[src/rtl/leg_pkg.sv]
// Shared types for the rename/retire path: tag and arch widths, queue entry
// layout, and retire-queue state encoding.
package leg_pkg;
    localparam int DEPTH  = 16;
    localparam int TAG_W  = 9;
    localparam int ARCH_W = 5;
    localparam int IDX_W  = $clog2(DEPTH);

    typedef logic [TAG_W-1:0]  tag_t;
    typedef logic [ARCH_W-1:0] arch_t;
    typedef logic [IDX_W-1:0]  rob_id_t;
    typedef logic [IDX_W:0]    rob_ptr_t;

    typedef struct packed {
        logic  has_dst;
        arch_t arch;
        tag_t  new_tag;
        tag_t  old_tag;
    } rob_entry_t;

    typedef enum logic {
        TQ_RUN   = 1'b0,
        TQ_FLUSH = 1'b1
    } tq_state_e;
endpackage

[src/rtl/tag_retire_queue_ptr.sv]
// Wrap-bit ring pointer: low bits index the slot, MSB flips on each wrap so
// equal indices can be told apart as full or empty.
module tq_ptr #(
    parameter int IDX_W = 4
) (
    input  logic           clk,
    input  logic           reset,
    input  logic           inc,
    input  logic           dec,
    output logic [IDX_W:0] ptr
);
    localparam int PW = IDX_W + 1;

    logic [IDX_W:0] ptr_q, ptr_d;

    always_comb begin
        ptr_d = ptr_q + PW'(inc) - PW'(dec);
    end

    always_ff @(posedge clk) begin
        if (reset) ptr_q <= '0;
        else       ptr_q <= ptr_d;
    end

    assign ptr = ptr_q;
endmodule

[src/rtl/tag_retire_queue.sv]
// In-order retire queue for renamed destinations: retires completed entries from
// the head, returning old tags; on flush walks back from the tail returning new tags.
module tag_retire_queue
    import leg_pkg::*;
(
    input  logic              clk,
    input  logic              reset,
    input  logic              alloc_valid,
    output logic              alloc_ready,
    input  logic              alloc_has_dst,
    input  logic [ARCH_W-1:0] alloc_arch,
    input  logic [TAG_W-1:0]  alloc_new_tag,
    input  logic [TAG_W-1:0]  alloc_old_tag,
    output logic [IDX_W-1:0]  alloc_id,
    input  logic              done_valid,
    input  logic [IDX_W-1:0]  done_id,
    input  logic              flush,
    output logic              free_valid,
    input  logic              free_ready,
    output logic [TAG_W-1:0]  free_tag,
    output logic              commit_valid,
    output logic [ARCH_W-1:0] commit_arch,
    output logic [TAG_W-1:0]  commit_tag,
    output logic [IDX_W:0]    count,
    output logic              empty,
    output logic              full,
    output tq_state_e         dbg_state
);
    localparam int CW = IDX_W + 1;

    // Handshakes: alloc and free transfer on a cycle where valid && ready;
    // valid never depends on ready, and a held free offer keeps its tag stable.

    rob_entry_t        mem_q [DEPTH];
    logic [DEPTH-1:0]  valid_q, valid_d, done_q, done_d;
    tq_state_e         state_q, state_d;
    rob_ptr_t          head_ptr, tail_ptr;
    rob_id_t           head_idx, tail_idx, walk_idx;
    rob_entry_t        head_ent;
    logic              in_run, head_ready, walk_active, walk_has_dst;
    logic              retire, walk_step, alloc_fire;
    logic [IDX_W:0]    count_d;

    tq_ptr #(.IDX_W(IDX_W)) u_head (
        .clk(clk), .reset(reset), .inc(retire), .dec(1'b0), .ptr(head_ptr)
    );
    tq_ptr #(.IDX_W(IDX_W)) u_tail (
        .clk(clk), .reset(reset), .inc(alloc_fire), .dec(walk_step), .ptr(tail_ptr)
    );

    assign head_idx = head_ptr[IDX_W-1:0];
    assign tail_idx = tail_ptr[IDX_W-1:0];
    assign walk_idx = tail_idx - rob_id_t'(1);
    assign count    = tail_ptr - head_ptr;
    assign empty    = (head_ptr == tail_ptr);
    assign full     = (head_idx == tail_idx) && (head_ptr[IDX_W] != tail_ptr[IDX_W]);
    assign alloc_id = tail_idx;
    assign dbg_state = state_q;

    always_comb begin
        head_ent     = mem_q[head_idx];
        walk_has_dst = mem_q[walk_idx].has_dst;
        in_run       = (state_q == TQ_RUN);
        head_ready   = in_run && valid_q[head_idx] && done_q[head_idx];
        walk_active  = !in_run && !empty;

        free_valid   = head_ready ? head_ent.has_dst : (walk_active && walk_has_dst);
        free_tag     = in_run ? head_ent.old_tag : mem_q[walk_idx].new_tag;
        retire       = head_ready && (!head_ent.has_dst || free_ready);
        walk_step    = walk_active && (!walk_has_dst || free_ready);
        commit_valid = head_ready && head_ent.has_dst && free_ready;
        commit_arch  = head_ent.arch;
        commit_tag   = head_ent.new_tag;

        alloc_ready  = in_run && !full && !flush;
        alloc_fire   = alloc_valid && alloc_ready;
    end

    always_comb begin
        valid_d = valid_q;
        done_d  = done_q;
        if (in_run && done_valid && valid_q[done_id]) done_d[done_id] = 1'b1;
        if (retire) valid_d[head_idx] = 1'b0;
        if (walk_step) begin
            valid_d[walk_idx] = 1'b0;
            done_d[walk_idx]  = 1'b0;
        end
        if (alloc_fire) begin
            valid_d[tail_idx] = 1'b1;
            done_d[tail_idx]  = 1'b0;
        end

        count_d = count + CW'(alloc_fire) - CW'(retire) - CW'(walk_step);

        // The retire of the flush cycle still lands, so decide on the post-edge count.
        state_d = state_q;
        case (state_q)
            TQ_RUN:   if (flush && count_d != '0) state_d = TQ_FLUSH;
            TQ_FLUSH: if (count_d == '0) state_d = TQ_RUN;
            default:  state_d = TQ_RUN;
        endcase
    end

    always_ff @(posedge clk) begin
        if (reset) begin
            state_q <= TQ_RUN;
            valid_q <= '0;
            done_q  <= '0;
        end else begin
            state_q <= state_d;
            valid_q <= valid_d;
            done_q  <= done_d;
        end
    end

    always_ff @(posedge clk) begin
        if (alloc_fire) begin
            mem_q[tail_idx] <= '{has_dst: alloc_has_dst, arch: alloc_arch,
                                 new_tag: alloc_new_tag, old_tag: alloc_old_tag};
        end
    end
endmodule
[config.mk]
export PLATFORM = sky130hd
export DESIGN_NAME = tag_retire_queue
export DESIGN_NICKNAME = d
export VERILOG_FILES = /design/src/rtl/leg_pkg.sv /design/src/rtl/tag_retire_queue_ptr.sv /design/src/rtl/tag_retire_queue.sv
export SDC_FILE = /design/constraint.sdc
export NUM_CORES = 1
export LEC_CHECK = 0
export CORE_UTILIZATION = 50
export DETAILED_ROUTE_END_ITERATION = 12
export PLACE_DENSITY = 0.65
export SYNTH_ARGS = -nofsm -noshare
export SYNTH_HDL_FRONTEND = slang
export SYNTH_SLANG_ARGS = --single-unit
[constraint.sdc]
create_clock -name clk -period 5 [get_ports clk]
set_input_delay 0.75 -clock clk [delete_from_list [all_inputs] [get_ports clk]]
set_output_delay 0.75 -clock clk [all_outputs]
set_load 0.02 [all_outputs]
==> impl_metrics.prom <==
# TYPE chip_impl_metric gauge
chip_impl_metric{name="synth_cells",unit=""} 1013
chip_impl_info{name="worstHoldStart",value="valid_q[11]"} 1
chip_impl_metric{name="synth-edff-count",unit=""} 384
chip_impl_metric{name="yosysWarnings",unit=""} 0
chip_impl_metric{name="cts-resized-gates",unit=""} 0
chip_impl_metric{name="synth_seq_area_share",unit="%"} 64.35
chip_impl_metric{name="tightest_slew",unit="ns"} 1.085
chip_impl_info{name="clockRootBuffer",value="sky130_fd_sc_hd__clkbuf_16"} 1
chip_impl_metric{name="boundaryPins",unit=""} 72
chip_impl_metric{name="unique_cell_type_count_in_the_yosys_netlist",unit=""} 71
chip_impl_info{name="crit_path_frequent_cell",value="sky130_fd_sc_hd__nand2_1"} 1
chip_impl_metric{name="avgRoutedWirePerCell",unit="um"} 28.26
chip_impl_metric{name="clk_latency",unit="ns"} 0.56
chip_impl_metric{name="power.ir.vdd_worst",unit="V"} 0.0002761
chip_impl_metric{name="layout_worst_path_cycle_share",unit="%"} 96.60
chip_impl_metric{name="clock_share_of_power",unit="%"} 34.9
chip_impl_info{name="rsz0062_at_grt",value="false"} 1
chip_impl_info{name="cts_tree",value="done"} 1
chip_impl_metric{name="worstPathArrival",unit="ns"} 4.08
chip_impl_metric{name="dieHeight",unit="um"} 198.3
chip_impl_metric{name="post-place-ws",unit="ns"} 0.4901
chip_impl_info{name="timing.critical_path.max_delay_family",value="buffers and inverters"} 1
chip_impl_metric{name="synth.net_count",unit=""} 1079
chip_impl_info{name="cp_slowest_cell",value="sky130_fd_sc_hd__ha_1"} 1
chip_impl_metric{name="finish.instance_area",unit="um2"} 21890
chip_impl_metric{name="detailed_place_hpwl",unit="mm"} 26.52
chip_impl_info{name="most_common_flop_cell_mapped_by_yosys",value="sky130_fd_sc_hd__edfxtp_1"} 1
chip_impl_metric{name="area_growth_syn_to_layout",unit="%"} 13.68
chip_impl_info{name="critical_path.startpoint",value="u_tail.ptr[0]"} 1
chip_impl_metric{name="cts_hold_repair.buffers",unit=""} 0
chip_impl_metric{name="multiInputGateArea",unit="um2"} 6372
chip_impl_metric{name="synth_async_sr_flop_share",unit="%"} 0
chip_impl_info{name="startpoint_type",value="register"} 1
chip_impl_metric{name="number_of_global_route_vias_before_repair",unit=""} 10710
chip_impl_metric{name="whs",unit="ns"} 0.5052
chip_impl_metric{name="postCtsSetupRepairBufs",unit=""} 0
chip_impl_metric{name="setup_tns",unit="ns"} 0
chip_impl_metric{name="post-route-worst-setup-slack",unit="ns"} 0.1701
chip_impl_metric{name="maximum_number_of_pins_on_one_net_before_global_route_repair",unit=""} 58
chip_impl_metric{name="die_width",unit="um"} 198.3
chip_impl_metric{name="route.final.wire_length",unit="mm"} 46.24
chip_impl_metric{name="power.density_cell_area",unit="nW/um2"} 433.2
chip_impl_info{name="timing.critical_path.to_type",value="primary output"} 1
chip_impl_metric{name="h-tree-depth",unit=""} 2
chip_impl_metric{name="cap_viol_max_count",unit=""} 0
chip_impl_metric{name="synth_area_per_cell",unit="um2"} 19.01
chip_impl_metric{name="power.switching",unit="uW"} 2567
chip_impl_metric{name="num_rows",unit=""} 71
chip_impl_metric{name="fp.dieArea",unit="um2"} 39300
chip_impl_metric{name="ys_seq_elements",unit=""} 427
chip_impl_metric{name="pre_repair_dr_iteration_count",unit=""} 5
chip_impl_metric{name="worst_ep_required_time",unit="ns"} 4.25
chip_impl_metric{name="worst-path-buf-inv",unit=""} 3
chip_impl_metric{name="path_clk_slew",unit="ns"} 0.06
chip_impl_metric{name="worst_clock_skew",unit="ns"} 0.01043
chip_impl_metric{name="power.share.sequential",unit="%"} 43.0
chip_impl_info{name="outcome",value="finished, final reports clean"} 1
chip_impl_metric{name="largest_stage_delay_worst_path",unit="ns"} 0.55
chip_impl_metric{name="power.combinational.fraction",unit="%"} 22.1
chip_impl_metric{name="gr_usage_total",unit="%"} 24.44
chip_impl_metric{name="final-max-slew-violation-count",unit=""} 0
chip_impl_metric{name="leakage",unit="uW"} 0.006957
chip_impl_info{name="worstPathCellList",value="inv_1, ha_1, buf_4, mux4_4, mux4_2, nand2_1, nand2_1, clkdlybuf4s50_1"} 1
chip_impl_metric{name="gr-total-overflow",unit=""} 0
chip_impl_metric{name="critPathMaxFanout",unit=""} 33
chip_impl_metric{name="gpl.final_weighted_congestion",unit=""} 0.8974
chip_impl_metric{name="io_buffers",unit=""} 71
chip_impl_metric{name="global_route_wire_length_before_repair",unit="mm"} 69.08
chip_impl_info{name="hold_path_class",value="register to register"} 1
chip_impl_metric{name="numClockSinks",unit=""} 427
chip_impl_metric{name="initial_utilization",unit="%"} 51.01
chip_impl_metric{name="core",unit="um2"} 37760
chip_impl_info{name="path_class",value="register to primary output"} 1
chip_impl_metric{name="drt.antenna.violating_nets",unit=""} 0
chip_impl_metric{name="timing.slew.headroom",unit="%"} 27.65
chip_impl_metric{name="internal-power",unit="uW"} 6916
chip_impl_metric{name="cts-root-to-sink-buffers",unit=""} 3
chip_impl_metric{name="via_per_inst",unit=""} 6.389
chip_impl_metric{name="antenna_found_initial",unit=""} 1
chip_impl_metric{name="fillerInstances",unit=""} 2847
chip_impl_metric{name="detailroute.via_count",unit=""} 10450
chip_impl_metric{name="syn-cell-area",unit="um2"} 19260
chip_impl_metric{name="drc",unit=""} 0
chip_impl_metric{name="layout.nets",unit=""} 1156
chip_impl_metric{name="finalSetupViolations",unit=""} 0
chip_impl_metric{name="hold_violations",unit=""} 0
chip_impl_metric{name="drt_first_iter_violations",unit=""} 1117
chip_impl_metric{name="fin_crit",unit="ns"} 4.830
chip_impl_info{name="regToRegStartpoint",value="u_tail.ptr[0]"} 1
chip_impl_metric{name="maxClockFrequency",unit="MHz"} 207.0
chip_impl_metric{name="fraction_of_layout_instances_using_a_drive_strength_above_1",unit="%"} 25.51
chip_impl_metric{name="dpl_cell_area",unit="um2"} 20430
chip_impl_metric{name="power_switching_share",unit="%"} 27.07
chip_impl_metric{name="total_inserted_antenna_cells",unit=""} 0
chip_impl_metric{name="cts_buffers",unit=""} 45
chip_impl_metric{name="regArea",unit="um2"} 12400
## final timing paths
path	end	slack [ns]	cells after the start
setup / recovery	free_tag[4]	0.17	8
hold reg to reg	valid_q[11]	0.51	2
setup reg to reg	dbg_state	0.52	17
hold / removal	valid_q[11]	0.51	2
## cell families (layout without fill, tap and decap cells)
group	after synthesis	count (layout)	synth area share, %
flops	427	427	64.35
simple gates	171	171	5.120
mux	195	195	21.51
compound gates	79	79	3.190
xor+xnor	17	17	0.8837
buf+inv	92	204	2.716
fa+ha+maj	32	32	2.235
## sequential cells by signal, indices dropped and copies added (netlist names)
register / flops
dbg_state: 1
done_q: 16
mem_q: 384
u_head.ptr: 5
u_tail.ptr: 5
valid_q: 16
## through the flow
stage | std cells | util, % | total power [uW]
floorplan | 1013 | - | 5577
global placement | 1554 | 54.12 | 6227
detailed placement | 1554 | 54.12 | 6247
CTS | 1636 | 57.99 | 9544
global route | 1636 | 57.99 | 9826
finish | 1636 | 57.99 | 9484
## worst register-to-register path: stages (launching register included)
cell                       delay, ns
sky130_fd_sc_hd__dfxtp_2        0.51
sky130_fd_sc_hd__inv_1          0.21
sky130_fd_sc_hd__ha_1           0.55
sky130_fd_sc_hd__mux4_4         0.50
sky130_fd_sc_hd__mux2i_1        0.15
sky130_fd_sc_hd__mux2_2         0.19
sky130_fd_sc_hd__nor2_1         0.05
sky130_fd_sc_hd__or2_2          0.31
sky130_fd_sc_hd__fa_1           0.38
sky130_fd_sc_hd__inv_1          0.08
sky130_fd_sc_hd__ha_1           0.22
sky130_fd_sc_hd__inv_1          0.06
sky130_fd_sc_hd__ha_1           0.16
sky130_fd_sc_hd__inv_1          0.06
sky130_fd_sc_hd__fa_1           0.40
sky130_fd_sc_hd__xnor2_1        0.13
sky130_fd_sc_hd__nor4b_1        0.27
sky130_fd_sc_hd__a211oi_1       0.12
## per-layer routing
layer  GRT usage, %  vias to the layer above  routed length, um
met5              0                        -                 13
met4          6.345                        2                880
met3          4.241                       62               3515
met2          37.89                      469              21750
met1          36.02                     5532              20080
li1               -                     4387                  -
## synthesized netlist by cell type, types with 5 or more instances
cell type,number,area [um2]
sky130_fd_sc_hd__clkbuf_1,15,56.30
sky130_fd_sc_hd__a211oi_1,11,82.58
sky130_fd_sc_hd__buf_4,12,90.09
sky130_fd_sc_hd__nor2b_1,11,68.82
sky130_fd_sc_hd__nand4_1,9,56.30
sky130_fd_sc_hd__mux4_2,164,3694
sky130_fd_sc_hd__nor4bb_1,8,80.08
sky130_fd_sc_hd__nor4_1,5,31.28
sky130_fd_sc_hd__or4_1,8,60.06
sky130_fd_sc_hd__ha_1,28,350.3
sky130_fd_sc_hd__and2_1,6,37.54
sky130_fd_sc_hd__buf_6,8,90.09
sky130_fd_sc_hd__mux4_1,6,157.7
sky130_fd_sc_hd__nand2_1,36,135.1
sky130_fd_sc_hd__buf_1,5,18.77
sky130_fd_sc_hd__buf_2,22,110.1
sky130_fd_sc_hd__o211ai_1,5,37.54
sky130_fd_sc_hd__edfxtp_1,384,11530
sky130_fd_sc_hd__mux2i_1,18,180.2
sky130_fd_sc_hd__inv_1,23,86.33
sky130_fd_sc_hd__a41oi_1,11,96.34
sky130_fd_sc_hd__nor2_1,35,131.4
sky130_fd_sc_hd__a41o_1,8,80.08
sky130_fd_sc_hd__nor3_1,9,45.04
sky130_fd_sc_hd__nand3_1,12,60.06
sky130_fd_sc_hd__dfxtp_1,43,860.8
sky130_fd_sc_hd__and4_1,9,78.83
sky130_fd_sc_hd__xnor2_1,12,105.1
sky130_fd_sc_hd__nand2b_1,6,37.54
sky130_fd_sc_hd__a21oi_1,14,70.07
## layout by cell type (no fill, tap or decap), types with 9 or more instances in the layout
cell	count
sky130_fd_sc_hd__edfxtp_1	384
sky130_fd_sc_hd__mux4_2	164
sky130_fd_sc_hd__clkdlybuf4s50_1	71
sky130_fd_sc_hd__clkbuf_16	46
sky130_fd_sc_hd__dfxtp_1	39
sky130_fd_sc_hd__nand2_1	36
sky130_fd_sc_hd__nor2_1	35
sky130_fd_sc_hd__ha_1	28
sky130_fd_sc_hd__inv_1	23
sky130_fd_sc_hd__buf_4	23
sky130_fd_sc_hd__mux2i_1	18
sky130_fd_sc_hd__a21oi_1	14
sky130_fd_sc_hd__nand3_1	12
sky130_fd_sc_hd__clkinv_1	12
sky130_fd_sc_hd__nor2b_1	11
sky130_fd_sc_hd__a41oi_1	11
sky130_fd_sc_hd__a211oi_1	11
sky130_fd_sc_hd__xnor2_1	10
sky130_fd_sc_hd__nor3_1	9
sky130_fd_sc_hd__nand4_1	9
sky130_fd_sc_hd__clkbuf_1	9
## power groups by stage
stage          clock, uW  sequential (uW)  combinational [uW]
2_1_floorplan          0             4130                1440
3_3_place_gp           0             4150                2080
3_5_place_dp           0             4150                2100
4_1_cts             3360             4080                2110
5_1_grt             3480             4090                2260
6_report            3310             4080                2100
## layout make-up
| type | count | area share [%] |
|---|---|---|
| clock buffers | 55 | 5.412 |
| inverters | 26 | 0.4458 |
| multi-input cells | 494 | 29.11 |
| well taps | 511 | 2.921 |
| flip-flops and latches | 427 | 56.65 |
| repair buffers | 96 | 4.218 |
| clock inverters | 27 | 1.246 |
No activity file was read; power rests on OpenSTA's default activity.
